`config.mk`:
```
export PLATFORM = sky130hd
export DESIGN_NAME = router_datapath_np_flat
export DESIGN_NICKNAME = d
export VERILOG_FILES = /design/src/rtl/router_datapath_np_if.sv /design/src/rtl/router_datapath_np.sv /design/src/flat_wrapper.sv
export SDC_FILE = /design/constraint.sdc
export NUM_CORES = 1
export LEC_CHECK = 0
export ABC_AREA = 1
export BUFFER_PORTS_ARGS = -buffer_cell sky130_fd_sc_hd__clkbuf_2
export CAP_MARGIN = 30
export CELL_PAD_IN_SITES_DETAIL_PLACEMENT = 1
export CELL_PAD_IN_SITES_GLOBAL_PLACEMENT = 1
export CORE_MARGIN = 10
export CORE_UTILIZATION = 30
export DETAILED_ROUTE_END_ITERATION = 7
export MAX_ROUTING_LAYER = met4
export PLACE_DENSITY_LB_ADDON = 0.1
export SLEW_MARGIN = 30
export SYNTH_ARGS = -nofsm -noshare
export SYNTH_HDL_FRONTEND = slang
export SYNTH_SLANG_ARGS = --single-unit
```
`constraint.sdc`:
```
create_clock -name clock -period 1.7 [get_ports clock]
set_input_delay 0.255 -clock clock [delete_from_list [all_inputs] [get_ports clock]]
set_output_delay 0.255 -clock clock [all_outputs]
set_load 0.01 [all_outputs]
```
`src/rtl/router_datapath_np_if.sv`:
```
// router_datapath_np_if
//   Bundles the inbound valid/ready word stream, the one-hot outbound channel
//   handshake and the per-packet status strobes of the router datapath.
//   Optional macro ROUTER_ERR_COUNT_EN adds the err_count status signal.
// Signals
//   in_data   [WIDTH]      inbound word (destination, payload, checksum)
//   in_valid               inbound word valid
//   in_ready               router accepts in_data this cycle
//   out_data  [WIDTH]      outbound word, shared by all channels
//   out_valid [NUM_PORTS]  one-hot, bit p = word valid for channel p
//   out_ready [NUM_PORTS]  channel p consumes the word
//   dest_port [PORT_BITS]  channel of the packet being held or sent
//   pkt_done               1-cycle pulse after the last word is taken
//   err_pulse              1-cycle pulse on checksum mismatch
//   err_count [16]         saturating error counter (ROUTER_ERR_COUNT_EN only)
// Modports
//   slave  : the router itself
//   master : upstream source / downstream sinks driving the router
interface router_datapath_np_if #(
   parameter int WIDTH     = 8,
   parameter int NUM_PORTS = 2
);
   localparam int PORT_BITS = $clog2(NUM_PORTS);

   logic [WIDTH-1:0]     in_data;
   logic                 in_valid;
   logic                 in_ready;
   logic [WIDTH-1:0]     out_data;
   logic [NUM_PORTS-1:0] out_valid;
   logic [NUM_PORTS-1:0] out_ready;
   logic [PORT_BITS-1:0] dest_port;
   logic                 pkt_done;
   logic                 err_pulse;
`ifdef ROUTER_ERR_COUNT_EN
   logic [15:0]          err_count;

   modport slave (
      input  in_data, in_valid, out_ready,
      output in_ready, out_data, out_valid, dest_port, pkt_done, err_pulse, err_count
   );
   modport master (
      output in_data, in_valid, out_ready,
      input  in_ready, out_data, out_valid, dest_port, pkt_done, err_pulse, err_count
   );
`else
   modport slave (
      input  in_data, in_valid, out_ready,
      output in_ready, out_data, out_valid, dest_port, pkt_done, err_pulse
   );
   modport master (
      output in_data, in_valid, out_ready,
      input  in_ready, out_data, out_valid, dest_port, pkt_done, err_pulse
   );
`endif
endinterface

```
`src/rtl/router_datapath_np.sv`:
```
// router_datapath_np
//   Store-and-forward packet router. Receives one packet at a time
//   (destination word, PAYLOAD_LEN payload words, checksum word), buffers the
//   payload while summing dest + payload modulo 2^WIDTH, and compares the sum
//   with the checksum word. A good packet is drained word-by-word to the
//   channel selected by the top PORT_BITS of the destination; a bad packet is
//   discarded and flagged with err_pulse.
//   Optional macro ROUTER_ERR_COUNT_EN adds a 16-bit saturating err_count.
// Ports
//   clock  rising-edge clock
//   reset  asynchronous, active-low reset
//   bus    router_datapath_np_if.slave (stream in, channels out, status)
module router_datapath_np #(
   parameter int WIDTH       = 8,
   parameter int NUM_PORTS   = 2,
   parameter int PAYLOAD_LEN = 4
) (
   input  logic                       clock,
   input  logic                       reset,
   router_datapath_np_if.slave        bus
);
   localparam int PORT_BITS = $clog2(NUM_PORTS);
   localparam int PTR_BITS  = (PAYLOAD_LEN > 1) ? $clog2(PAYLOAD_LEN) : 1;
   localparam logic [PTR_BITS-1:0] LAST_IDX = PTR_BITS'(PAYLOAD_LEN - 1);

   typedef enum logic [1:0] {S_DEST, S_DATA, S_CSUM, S_SEND} stateT;

   stateT                stateReg;
   stateT                stateNext;
   logic [WIDTH-1:0]     sumReg;
   logic [PTR_BITS-1:0]  wrPtrReg;
   logic [PTR_BITS-1:0]  rdPtrReg;
   logic [PORT_BITS-1:0] destPortReg;
   logic                 pktDoneReg;
   logic                 errPulseReg;
   logic [WIDTH-1:0]     payloadBuf [PAYLOAD_LEN];

   logic                 inReady;
   logic                 inXfer;
   logic                 outXfer;
   logic [NUM_PORTS-1:0] outValid;
   logic [WIDTH-1:0]     outData;

   assign inXfer  = bus.in_valid & inReady;
   // Only the selected channel's ready matters; the others are ignored.
   assign outXfer = (stateReg == S_SEND) & bus.out_ready[destPortReg];

   // ---------------- FSM: state register ----------------
   always_ff @(posedge clock or negedge reset) begin
      if (!reset) begin
         stateReg <= S_DEST;
      end else begin
         stateReg <= stateNext;
      end
   end

   // ---------------- FSM: next state ----------------
   always_comb begin
      stateNext = stateReg;
      case (stateReg)
         S_DEST: if (inXfer) stateNext = S_DATA;
         S_DATA: if (inXfer && wrPtrReg == LAST_IDX) stateNext = S_CSUM;
         S_CSUM: if (inXfer) stateNext = (bus.in_data == sumReg) ? S_SEND : S_DEST;
         S_SEND: if (outXfer && rdPtrReg == LAST_IDX) stateNext = S_DEST;
         default: stateNext = S_DEST;
      endcase
   end

   // ---------------- FSM: outputs ----------------
   // in_ready is gated by reset so nothing is accepted while reset is held.
   always_comb begin
      inReady  = 1'b0;
      outValid = '0;
      outData  = '0;
      if (stateReg == S_SEND) begin
         outValid[destPortReg] = 1'b1;
         outData               = payloadBuf[rdPtrReg];
      end else begin
         inReady = reset;
      end
   end

   // ---------------- datapath: sum, pointers, strobes ----------------
   always_ff @(posedge clock or negedge reset) begin
      if (!reset) begin
         sumReg      <= '0;
         wrPtrReg    <= '0;
         rdPtrReg    <= '0;
         destPortReg <= '0;
         pktDoneReg  <= 1'b0;
         errPulseReg <= 1'b0;
      end else begin
         pktDoneReg  <= 1'b0;
         errPulseReg <= 1'b0;
         case (stateReg)
            S_DEST: begin
               if (inXfer) begin
                  destPortReg <= bus.in_data[WIDTH-1 -: PORT_BITS];
                  sumReg      <= bus.in_data;
                  wrPtrReg    <= '0;
               end
            end
            S_DATA: begin
               if (inXfer) begin
                  sumReg   <= sumReg + bus.in_data;   // carry discarded
                  wrPtrReg <= (wrPtrReg == LAST_IDX) ? '0 : wrPtrReg + 1'b1;
               end
            end
            S_CSUM: begin
               if (inXfer) begin
                  errPulseReg <= (bus.in_data != sumReg);
                  rdPtrReg    <= '0;
               end
            end
            S_SEND: begin
               if (outXfer) begin
                  rdPtrReg   <= (rdPtrReg == LAST_IDX) ? '0 : rdPtrReg + 1'b1;
                  pktDoneReg <= (rdPtrReg == LAST_IDX);
               end
            end
            default: ;
         endcase
      end
   end

   // ---------------- payload buffer ----------------
   // One register per word so that reset can clear the whole buffer.
   generate
      for (genvar gi = 0; gi < PAYLOAD_LEN; gi++) begin : gBuf
         always_ff @(posedge clock or negedge reset) begin
            if (!reset) begin
               payloadBuf[gi] <= '0;
            end else if (stateReg == S_DATA && inXfer && wrPtrReg == PTR_BITS'(gi)) begin
               payloadBuf[gi] <= bus.in_data;
            end
         end
      end
   endgenerate

`ifdef ROUTER_ERR_COUNT_EN
   logic [15:0] errCountReg;

   always_ff @(posedge clock or negedge reset) begin
      if (!reset) begin
         errCountReg <= '0;
      end else if (errPulseReg && errCountReg != 16'hFFFF) begin
         errCountReg <= errCountReg + 16'd1;
      end
   end

   assign bus.err_count = errCountReg;
`endif

   assign bus.in_ready  = inReady;
   assign bus.out_valid = outValid;
   assign bus.out_data  = outData;
   assign bus.dest_port = destPortReg;
   assign bus.pkt_done  = pktDoneReg;
   assign bus.err_pulse = errPulseReg;

endmodule

```
`src/flat_wrapper.sv`:
```
// flat-port wrapper written by rule: the top's interface ports become plain ports
module router_datapath_np_flat 
#(
   parameter int WIDTH       = 8,
   parameter int NUM_PORTS   = 2,
   parameter int PAYLOAD_LEN = 4
)
  (clock, reset, bus_in_data, bus_in_valid, bus_out_ready, bus_in_ready, bus_out_data, bus_out_valid, bus_dest_port, bus_pkt_done, bus_err_pulse);
  router_datapath_np_if #(.WIDTH(WIDTH), .NUM_PORTS(NUM_PORTS)) bus_i ();
  input  logic clock;
  input  logic reset;
  input wire logic [$bits(bus_i.in_data)-1:0] bus_in_data;
  input wire logic [$bits(bus_i.in_valid)-1:0] bus_in_valid;
  input wire logic [$bits(bus_i.out_ready)-1:0] bus_out_ready;
  output wire logic [$bits(bus_i.in_ready)-1:0] bus_in_ready;
  output wire logic [$bits(bus_i.out_data)-1:0] bus_out_data;
  output wire logic [$bits(bus_i.out_valid)-1:0] bus_out_valid;
  output wire logic [$bits(bus_i.dest_port)-1:0] bus_dest_port;
  output wire logic [$bits(bus_i.pkt_done)-1:0] bus_pkt_done;
  output wire logic [$bits(bus_i.err_pulse)-1:0] bus_err_pulse;
  assign bus_i.in_data = bus_in_data;
  assign bus_i.in_valid = bus_in_valid;
  assign bus_i.out_ready = bus_out_ready;
  assign bus_in_ready = bus_i.in_ready;
  assign bus_out_data = bus_i.out_data;
  assign bus_out_valid = bus_i.out_valid;
  assign bus_dest_port = bus_i.dest_port;
  assign bus_pkt_done = bus_i.pkt_done;
  assign bus_err_pulse = bus_i.err_pulse;
  router_datapath_np #(.WIDTH(WIDTH), .NUM_PORTS(NUM_PORTS), .PAYLOAD_LEN(PAYLOAD_LEN)) u_core (.clock(clock), .reset(reset), .bus(bus_i));
endmodule
```
* Word level (Yosys, flattened, before mapping)
Index checks and enable logic that the tools add are counted.
Word-level totals: register bits 49, input port bits 13, output and inout port bits 14, logic and storage cells 81
Operators by class: $add $sub $neg 3, magnitude comparators 3, equal/unequal tests 15, muxes and demuxes 30, bitwise operators 3, reductions and logical operators 16
Operators with widths (count):
- $mux W8 | 5
- $mux W2 | 11
- $bmux W8 S2 | 1
- $pmux W8 S2 | 1
- $eq A2 B2 Y1 const B | 5
- $ne A2 B1 Y1 const B | 5
- $add A8 B8 Y8 | 1
- $eq A8 B8 Y1 | 1
- $logic_and A1 B1 Y1 | 8
- $mux W1 | 8
- $ne A8 B8 Y1 | 1
- $pmux W2 S2 | 2
- $pmux W2 S4 | 1
- $reduce_and A3 Y1 | 2
- $add A2 B1 Y2 const B | 2
- $eq A2 B1 Y1 const B | 2
- $logic_not A2 Y1 | 2
- $reduce_and A4 Y1 | 1
- $reduce_bool A2 Y1 | 2
- $ge A3 B3 Y1 const B | 1
- $not A2 Y3 | 1
- $and A1 B1 Y1 | 2
- $lt A1 B2 Y1 const B | 1
- $ne A2 B2 Y1 const B | 1
- 3 further kinds | 3

* Longest topological paths before layout
Gate-level depths: netlist of run 1.
word-level depth 6, depth in mapped cells 12, gate-level depth less buffers 12

* Worst setup path before layout of run 1
OpenSTA, ideal clock, no wires.
kind register to register, start register u_core.sumReg[0], end register u_core.sumReg[4], arrival time 1.407 ns, setup slack 0.176 ns, stages on the path, launching flop included 12, buffers on the path 0, path through dfrtp_1 -> ha_1 -> inv_1 -> fa_1 -> inv_1 -> nand2_1 -> nand2_1 -> and2_1 -> or2_2 -> nand3_1 -> nand2_1 -> nand2_1
Between the ends: cells in the longest elaborated chain, start to end 3
Ends and longest elaborated chain:
- from (decl) | RTL line router_datapath_np.sv:30 | logic [WIDTH-1:0] sumReg;
- from (signal assigned) | RTL line router_datapath_np.sv:99 | sumReg <= bus.in_data;
- from (signal assigned) | RTL line router_datapath_np.sv:105 | sumReg <= sumReg + bus.in_data;
- $add A8 B8 Y8 | RTL line router_datapath_np.sv:105
- $mux W8 | RTL line router_datapath_np.sv:104 | if (inXfer) begin
- $pmux W8 S2 | RTL line router_datapath_np.sv:95 | case (stateReg)
Every way passes these cells. The select of a mux whose other input is x is not followed. A chain may end at the register's enable or synchronous reset.

* Final worst setup path of run 1
start register u_core.rdPtrReg[0], end output bus_out_data[0]
Between the ends: cells in the longest elaborated chain, start to end 5
Ends and longest elaborated chain:
- from (decl) | RTL line router_datapath_np.sv:32 | logic [PTR_BITS-1:0] rdPtrReg;
- from (signal assigned) | RTL line router_datapath_np.sv:117 | rdPtrReg <= (rdPtrReg == LAST_IDX) ? '0 : rdPtrReg + 1'b1;
- $not A2 Y3 (not written as such) | RTL line router_datapath_np.sv:77 | outData = payloadBuf[rdPtrReg];
- $bmux W8 S2 | RTL line router_datapath_np.sv:77
- $mux W8 (not written as such) (2 in a row) | RTL line router_datapath_np.sv:77
- $mux W8 | RTL line router_datapath_np.sv:75 | if (stateReg == S_SEND) begin
- to (decl) | RTL line flat_wrapper.sv:16 | output wire logic [$bits(bus_i.out_data)-1:0] bus_out_data;
Every way passes these cells. The select of a mux whose other input is x is not followed.

==> reports/results.ini, run 1 <==
[final_layout]
drive_gt1_share_pct=24.1
fillerInstances=1115
final_cell_mix=nand2_1, inv_1, dfrtp_1, o21ai_1, a21oi_1
nets=431
n_antenna_cell=0
area_growth_pct=22.6
fin_util_pct=37.3
layout_commonest_cell=nand2_1

[clock_network]
cts_tree=built
worstSkewPairLatency_ns=0.31
cts_buffers=5
cts.htree.levels=2
cts-root-buf=clkbuf_8
clockBufferDepth=2
cts.clk_slew.worst_paths_ns=0.10
clock-sinks=49

[timing]
slew_violations=0
finalCritPeriodShare_pct=99.8
setup_viol=0
rsz0062_at_grt=true
relSlewSlack_pct=61.8
fin_worst_skew_ns=0.00795
fmax_mhz=589
period_minus_slack_ns=1.70
hold_violations=0
tightest_slew_ns=0.574
hold-worst-slack_ns=0.270

[placed_design]
hpwl_um=6140
place.gp.congestion=0.771
io_buffer_count=26

[setup_path]
crit_end=bus_out_data[0]
critPathRequiredTime_ns=1.44
critPathKind=reg -> out
endpoint_kind=output port
path_max_fanout=5
timing.rr.end=u_core.sumReg[4]$_DFFE_PN0P_
startpoint=u_core.rdPtrReg[0]$_DFFE_PN0P_
arrival_ns=1.44
r2r_setup_slack_ns=0.06
reg2reg_depth=11
critPathTopFamily=flip-flops
cp-start-kind=register
timing.rr.start=u_core.sumReg[0]$_DFFE_PN0P_
cp_slowest_cell=dfrtp_2
crit_cells=5
path_common_cell=a21oi_2
cpPeakStageDelay_ns=0.46
cp_cell_sequence=buf_6, a21oi_2, o21ai_1, a21oi_2, buf_2
worst-path-buf-inv=2

[synth]
syn_area_sq_um=2780
yosysSeqAreaShare_pct=44.1
avgSynthCellArea_sq_um=7.86
ys_types=31
synth_seq_cells=49
synthesis.nets=380
yosysWarnings=0
synth_cells=354

[global_routing]
use_met2_pct=21.7
top_usage_layer=met2
grt_util_met1_pct=16.8
grt_overflow_total=0
grt_pass1_vias=2598
grt_max_degree=44
track_usage_pct=13.2
grt_antenna_before_repair=0
grt_pass1_wl_um=13600
use_met3_pct=2.00

[floorplan]
start_util_pct=30.4
fp-row-count=35
coreArea_sq_um=9150
die_h_um=116
fp.dieArea_sq_um=13500
io_pins=27
die_w_um=116

[drt]
drc=0
ant_nets=0
via_count=2433
vias_per_cell=4.71
first_iter_violations=88
drt_wl_total_um=8110
drt_pass1_iterations=4
routedWlPerCell_um=15.7

[worst_hold_path]
min_from=bus_in_data[7]
worstHoldPathType=in -> reg

[pwr]
power_uw=5070
p_per_area_nw_per_um2=1490
worst_ir_drop_vdd_mv=0.460
p_leak_uw=0.00171

[status]
status=completed

[run]
cap_violations=0

[state kept, by name, summed over array words and instances, names as in the netlist]
name / count
u_core.bus.dest_port: 1
u_core.stateReg: 2
u_core.rdPtrReg: 2
u_core.sumReg: 8
u_core.bus.pkt_done: 1
u_core.bus.err_pulse: 1
u_core.wrPtrReg: 2
u_core.payloadBuf: 32
[how the worst min path moves through the flow]
stage | endpoint | slack [ns] | cells after the start
6_report | u_core.payloadBuf[23]$_DFFE_PN0P_ | 0.27 | 3
5_1_grt | u_core.payloadBuf[23]$_DFFE_PN0P_ | 0.28 | 3
4_1_cts | u_core.payloadBuf[15]$_DFFE_PN0P_ | 0.27 | 3
3_5_place_dp | u_core.stateReg[1]$_DFFE_PN0P_ | 0.31 | 2
3_3_place_gp | u_core.stateReg[1]$_DFFE_PN0P_ | 0.31 | 2
2_1_floorplan | u_core.bus.dest_port$_DFFE_PN0P_ | -0.04 | 0
[area by class of cell]
class	count	area, sq um	share of cell area (%)
sequential	49	1230	36.0
timing repair buffer	55	400	11.7
clock buffer	5	68.8	2.02
inverter	54	205	6.02
clock inverter	3	46.3	1.36
multi-input combinational	240	1320	38.8
tap	111	139	4.07
[tightest hold or removal path: stages]
cell	delay [ns]
clkbuf_2	0.15
nand2_1	0.09
o21ai_1	0.05
[through the flow]
stage	instances	cell area, sq um	setup WS (ns)	TNS (ns)
after floorplan	354	2780	0.176	0
after global placement	502	3170	0.0730	0
after detailed placement	502	3170	0.0313	0
after CTS	515	3340	-0.0835	-0.233
after global routing	517	3410	-0.124	-0.785
final	517	3410	0.00344	0
[routing by layer]
metal,vias to the layer above,share of wire [%]
met2,18,48
met1,1177,48
met3,6,2.4
li1,1232,-
met5,-,0
met4,0,0.89
[synthesized netlist by cell type]
cell       n  area share, %
inv_2      3           0.40
nand2_2    2           0.45
dfrtp_1   49             44
inv_4      1           0.22
nor2_4     7            2.8
o21ai_0   23            4.1
a21oi_1   35            6.3
nand2_8    1           0.72
nor2_1    19            2.6
buf_4      2           0.54
xor2_1     1           0.31
fa_1       1           0.72
o22ai_1    2           0.45
buf_6      3            1.2
buf_2      2           0.36
o211ai_1   1           0.27
or2_1      1           0.22
nand3b_1   3           0.81
nor3_1     1           0.18
a21oi_2    1           0.31
or2_2      2           0.45
clkbuf_1   4           0.54
nand3_1   19            3.4
and2_1     1           0.22
o21ai_1   24            4.3
nand2_1   81             11
inv_1     50            6.7
o31ai_1    1           0.27
nand4_1    1           0.22
and3_4     1           0.40
ha_1      12            5.4
[cell families after synthesis]
kind of cell    share of synthesized area, %
xor+xnor                               0.315
fa+ha+maj                               6.11
compound gates                          16.1
buf+inv                                 10.0
simple gates                            23.4
flops                                   44.1
[where the power goes]
| part | leakage [uW] | internal (uW) | switching (uW) |
|---|---|---|---|
| Sequential | 0.000593 | 1680 | 270 |
| Clock | 0.0000543 | 441 | 434 |
| Combinational | 0.00107 | 920 | 1320 |
| Total | 0.00171 | 3040 | 2030 |
[repair_timing]
action                                 in CTS  in global routing
buffers inserted                            3                  2
pin swaps                                   5                  8
hold buffers                                1                  0
cloned                                      1                  0
endpoints found under the hold margin       6                  0
setup endpoints to repair                   8                 18
gates resized for setup                    16                 26
Note: power is estimated with default switching activity, not from simulation.
==> inputs of run 2 (changes only) <==
PLACE_DENSITY = 0.68   (was not set)
PLACE_DENSITY_LB_ADDON = not set   (was 0.1)
==> reports/results.ini, run 2 (synthesis gave the netlist of run 1 again) <==
[drt]
drt_pass1_iterations=4  ; unchanged
ant_nets=0  ; unchanged
vias_per_cell=4.79  ; +1.9%
drc=0  ; unchanged
routedWlPerCell_um=15.4  ; -1.9%
drt_wl_total_um=7840  ; -3.4%
first_iter_violations=91  ; +3.4%
via_count=2440  ; +0.29%

[setup_path]
r2r_setup_slack_ns=0.08  ; +0.02 ns
critPathKind=reg -> out
cp-start-kind=register
arrival_ns=1.54  ; +0.10 ns
timing.rr.start=u_core.sumReg[0]$_DFFE_PN0P_
critPathRequiredTime_ns=1.44  ; about the same
reg2reg_depth=11  ; unchanged
timing.rr.end=u_core.sumReg[4]$_DFFE_PN0P_
endpoint_kind=output port
path_max_fanout=13  ; +8

[floorplan]
die_w_um=116  ; unchanged
fp-row-count=35  ; unchanged
io_pins=27  ; unchanged
fp.dieArea_sq_um=13500  ; unchanged
start_util_pct=30.4  ; unchanged
die_h_um=116  ; unchanged
coreArea_sq_um=9150  ; unchanged

[global_routing]
grt_pass1_wl_um=12800  ; -6.0%
grt_overflow_total=0  ; unchanged
track_usage_pct=12.2  ; -0.96 points
grt_max_degree=46  ; +4.5%
grt_antenna_before_repair=0  ; unchanged
grt_pass1_vias=2546  ; -2.0%

[final_layout]
n_antenna_cell=0  ; unchanged
area_growth_pct=19.5
nets=423  ; -1.9%
fillerInstances=1127  ; +1.1%
reg_top3=u_core.payloadBuf x32, u_core.sumReg x8
seqCellArea_sq_um=1230  ; unchanged
regMostFlops=u_core.payloadBuf
final_cell_mix=nand2_1, inv_1, dfrtp_1, a21oi_1, o21ai_1
layout_commonest_cell=nand2_1
final_cells=509  ; -1.5%
drive_gt1_share_pct=21.6  ; -2.5 points
fin_util_pct=36.3  ; -0.93 points
multi_input_area_sq_um=1310  ; -0.95%
largest_register_ffs=32  ; unchanged

[placed_design]
place.gp.congestion=0.790  ; +2.5%
dp_cells=495  ; -1.4%
io_buffer_count=26  ; unchanged
hpwl_um=5870  ; -4.4%

[status]
violations=setup timing
status=complete, but fails checks

[timing]
finalCritPeriodShare_pct=106  ; +5.8 points
period_minus_slack_ns=1.80  ; +0.0989 ns
relSlewSlack_pct=59.0  ; -2.8 points
rsz0062_at_grt=true
slew_violations=0  ; unchanged
setup_viol=8  ; +8
hold_violations=0  ; unchanged
fmax_mhz=557  ; -5.5%
tightest_slew_ns=0.616  ; +0.0420 ns
finalWorstSetupSlack_ns=-0.0954  ; -0.0989 ns
fin_worst_skew_ns=0.00906  ; +0.00111 ns

[clock_network]
cts.clk_slew.worst_paths_ns=0.10  ; about the same
worstSkewPairLatency_ns=0.31  ; about the same
cts.htree.levels=2  ; unchanged
clockBufferDepth=2  ; unchanged
cts_tree=built
cts-root-buf=clkbuf_8
cts_buffers=5  ; unchanged
clock-sinks=49  ; unchanged

[pwr]
p_per_area_nw_per_um2=1510  ; +1.9%
p_leak_uw=0.00166  ; -2.8%
worst_ir_drop_vdd_mv=0.364  ; -21%

[run]
cap_violations=0  ; unchanged

[worst_hold_path]
worstHoldPathType=in -> async

run 2: changes by cell type in the layout (fill, tap and decap cells not counted), sizes merged:
cell	change
buf	-8
clkbuf	+1
clkinv	-1
clkinvlp	+1
inv	-1
run 2: worst max-delay path by stage:
stage                     depth (start not counted)                      endpoint  slack (ns)                      startpoint
after CTS                                         6               bus_out_data[5]       -0.09  u_core.rdPtrReg[0]$_DFFE_PN0P_
after global placement                           12  u_core.sumReg[4]$_DFFE_PN0P_        0.07                  bus_in_data[0]
after detailed placement                         12  u_core.sumReg[4]$_DFFE_PN0P_        0.03                  bus_in_data[0]
after floorplan                                  11  u_core.sumReg[4]$_DFFE_PN0P_        0.18    u_core.sumReg[0]$_DFFE_PN0P_
after global routing                              6               bus_out_data[5]       -0.22  u_core.rdPtrReg[0]$_DFFE_PN0P_
final                                             6               bus_out_data[2]        -0.1  u_core.rdPtrReg[0]$_DFFE_PN0P_
run 2: cell type report:
cell class / count / area share (%)
flip-flops and latches: 49 / 36.9
repair buffers: 47 / 9.59
multi-input cells: 240 / 39.4
clock buffers: 6 / 2.48
clock inverters: 2 / 1.13
well taps: 111 / 4.18
inverters: 54 / 6.28
run 2: per-layer routing:
metal,vias up,GRT usage [%],routed length [um]
met3,4,1.34,108
li1,1224,-,-
met5,-,-,0
met4,0,3.25,73
met1,1197,14.9,3600
met2,15,21.1,4050
run 2: critical path, cell delays in order (launching register included):
cell and delay (ns):
dfrtp_2 0.44, clkinvlp_4 0.13, buf_6 0.16, a21oi_1 0.14, o21ai_1 0.08, a21oi_1 0.14, buf_2 0.15
run 2: report_power, final:
group	switching [uW]	leakage (uW)	internal, uW
registers	288	0.000593	1680
logic	1300	0.00101	866
clock network	423	0.0000574	479
run 2: metrics by stage:
step / power, uW / area, sq um / hold slack, ns / setup slack (ns) / TNS, ns
after floorplan: 3400 / 2780 / -0.0406 / 0.176 / 0
after global placement: 3920 / 3120 / 0.114 / 0.0718 / 0
after detailed placement: 4020 / 3120 / 0.116 / 0.0257 / 0
after CTS: 5000 / 3280 / 0.152 / -0.0913 / -0.528
after global routing: 5500 / 3330 / 0.185 / -0.217 / -1.50
final: 5030 / 3330 / 0.113 / -0.0954 / -0.555
run 2: timing repair:
item	CTS	global route
gates cloned	0	0
resized for setup	10	20
pin swaps	1	5
hold buffers	1	0
hold endpoints to repair	4	0
endpoints found under the setup margin	8	13
setup buffers	3	2
==> inputs of run 3 (changes only) <==
CELL_PAD_IN_SITES_DETAIL_PLACEMENT = not set   (was 1)
CELL_PAD_IN_SITES_GLOBAL_PLACEMENT = not set   (was 1)
PLACE_DENSITY = 0.56   (was 0.68)
==> reports/results.ini, run 3 (synthesis gave the netlist of run 1 again) <==
[clock_network]
cts-root-buf=clkbuf_8
cts.clk_slew.worst_paths_ns=0.09  ; about the same
clockBufferDepth=2  ; unchanged
cts_tree=built
worstSkewPairLatency_ns=0.30  ; about the same
cts_buffers=5  ; unchanged
cts.htree.levels=2  ; unchanged
clock-sinks=49  ; unchanged
hold_buffers=0  ; -1

[timing]
hold_violations=0  ; unchanged
finalCritPeriodShare_pct=107  ; +1.4 points
tightest_slew_ns=0.654  ; +0.0385 ns
fmax_mhz=550  ; -1.3%
setup_viol=8  ; unchanged
fin_tns_setup_ns=-0.641  ; -0.0863 ns
relSlewSlack_pct=56.4  ; -2.6 points
slew_violations=0  ; unchanged
rsz0062_at_grt=true
hold-worst-slack_ns=0.101  ; -0.0119 ns
fin_worst_skew_ns=0.00728  ; -0.00178 ns
period_minus_slack_ns=1.82  ; +0.0243 ns
finalWorstSetupSlack_ns=-0.120  ; -0.0243 ns

[final_layout]
final_cell_mix=nand2_1, inv_1, dfrtp_1, o21ai_1, a21oi_1
area_growth_pct=16.5
largest_register_ffs=32  ; unchanged
n_antenna_cell=0  ; unchanged
regMostFlops=u_core.payloadBuf
nets=416  ; -1.7%
reg_top3=u_core.payloadBuf x32, u_core.sumReg x8
drive_gt1_share_pct=22.0  ; +0.39 points
layout_commonest_cell=nand2_1

[global_routing]
grt_overflow_total=0  ; unchanged
grt_pass1_wl_um=11600  ; -9.7%
track_usage_pct=10.9  ; -1.3 points
grt_pass1_vias=2407  ; -5.5%
grt_max_degree=50  ; +8.7%
grt_antenna_before_repair=0  ; unchanged

[pwr]
p_per_area_nw_per_um2=1470  ; -2.6%
swShare_pct=40.6  ; +0.62 points
pwr-share-seq_pct=40.6  ; +1.5 points
worst_ir_drop_vdd_mv=0.678  ; +86%
clkPwrFrac_pct=15.4  ; -2.5 points
p_int_uw=2840  ; -6.0%
p_leak_uw=0.00161  ; -3.3%
power_switching_uw=1940  ; -3.6%
comb_power_share_pct=43.9  ; +0.9 points

[status]
status=complete, but fails checks
violations=setup timing

[placed_design]
io_buffer_count=26  ; unchanged
hpwl_um=5050  ; -14%
place.gp.congestion=0.848  ; +7.5%

[drt]
routedWlPerCell_um=13.5  ; -13%
ant_nets=0  ; unchanged
vias_per_cell=4.64  ; -3.3%
via_count=2327  ; -4.6%
drt_wl_total_um=6760  ; -14%
drt_pass1_iterations=4  ; unchanged
drc=0  ; unchanged
first_iter_violations=106  ; +16%

[floorplan]
die_w_um=116  ; unchanged
start_util_pct=30.4  ; unchanged
die_h_um=116  ; unchanged
coreArea_sq_um=9150  ; unchanged
fp.dieArea_sq_um=13500  ; unchanged
io_pins=27  ; unchanged
fp-row-count=35  ; unchanged

[worst_hold_path]
worstHoldPathType=in -> async

[setup_path]
endpoint_kind=output port
critPathRequiredTime_ns=1.44  ; about the same
timing.rr.start=u_core.sumReg[0]$_DFFE_PN0P_
path_max_fanout=8  ; -5
cp-start-kind=register
reg2reg_depth=11  ; unchanged
critPathKind=reg -> out
arrival_ns=1.56  ; +0.02 ns
r2r_setup_slack_ns=0.08  ; about the same
timing.rr.end=u_core.sumReg[4]$_DFFE_PN0P_
startpoint=u_core.rdPtrReg[0]$_DFFE_PN0P_

[run]
cap_violations=0  ; unchanged

## run 3: changes by cell type in the layout (fill, tap and decap cells not counted), sizes merged
cell,before,now
buf,28,19
bufinv,1,0
clkinv,0,2
dlygate4sd3,1,0
clkbuf,24,26
## run 3: through the flow
step	setup WS [ns]	std cells	total power, uW	utilization (%)	cell area [sq um]
floorplan	0.176	354	3400	-	2780
global placement	0.0830	491	3850	33.4	3060
detailed placement	0.0384	491	3920	33.4	3060
CTS	-0.0875	501	4720	34.9	3190
global route	-0.241	502	5250	35.4	3240
finish	-0.120	502	4780	35.4	3240
## run 3: how the worst max path moves through the flow
stage / slack, ns / endpoint
global placement: 0.08 / u_core.sumReg[4]$_DFFE_PN0P_
detailed placement: 0.04 / u_core.sumReg[4]$_DFFE_PN0P_
finish: -0.12 / bus_out_data[5]
floorplan: 0.18 / u_core.sumReg[4]$_DFFE_PN0P_
CTS: -0.09 / bus_out_data[5]
global route: -0.24 / bus_out_data[7]
## run 3: per-layer routing
layer | GRT usage, % | vias to the layer above | share of wire, %
met5 | - | - | 0
met4 | 3.50 | 0 | 1.6
met3 | 1.59 | 7 | 2.1
met2 | 18.7 | 24 | 51
met1 | 13.0 | 1086 | 45
li1 | - | 1210 | -
## run 3: repair_timing
action | in CTS | in global routing
endpoints found under the hold margin | 0 | 0
pin swaps | 5 | 11
endpoints found under the setup margin | 8 | 12
setup buffers | 1 | 1
resized for setup | 10 | 26
gates cloned | 1 | 0
## run 3: layout make-up
| type | count | area [sq um] |
|---|---|---|
| clock buffer | 6 | 82.6 |
| clock inverter | 2 | 13.8 |
| fill | 962 | 5910 |
| inverter | 54 | 209 |
| multi-input combinational | 240 | 1330 |
| sequential | 49 | 1230 |
| tap | 111 | 139 |
| timing repair buffer | 39 | 228 |
| timing repair inverter | 1 | 7.51 |
## run 3: worst max-delay path, cell delays in order, from the launching register on
cell and delay, ns:
dfrtp_2 0.41, clkinvlp_4 0.24, a21oi_2 0.18, o21ai_1 0.09, a21oi_2 0.18, buf_2 0.16
## run 3: power by group through the flow
stage | clock network (uW) | registers, uW | logic, uW
2_1_floorplan | 0 | 1890 | 1510
3_3_place_gp | 0 | 1940 | 1910
3_5_place_dp | 0 | 1960 | 1960
4_1_cts | 768 | 1940 | 2010
5_1_grt | 806 | 2010 | 2440
6_report | 738 | 1940 | 2100
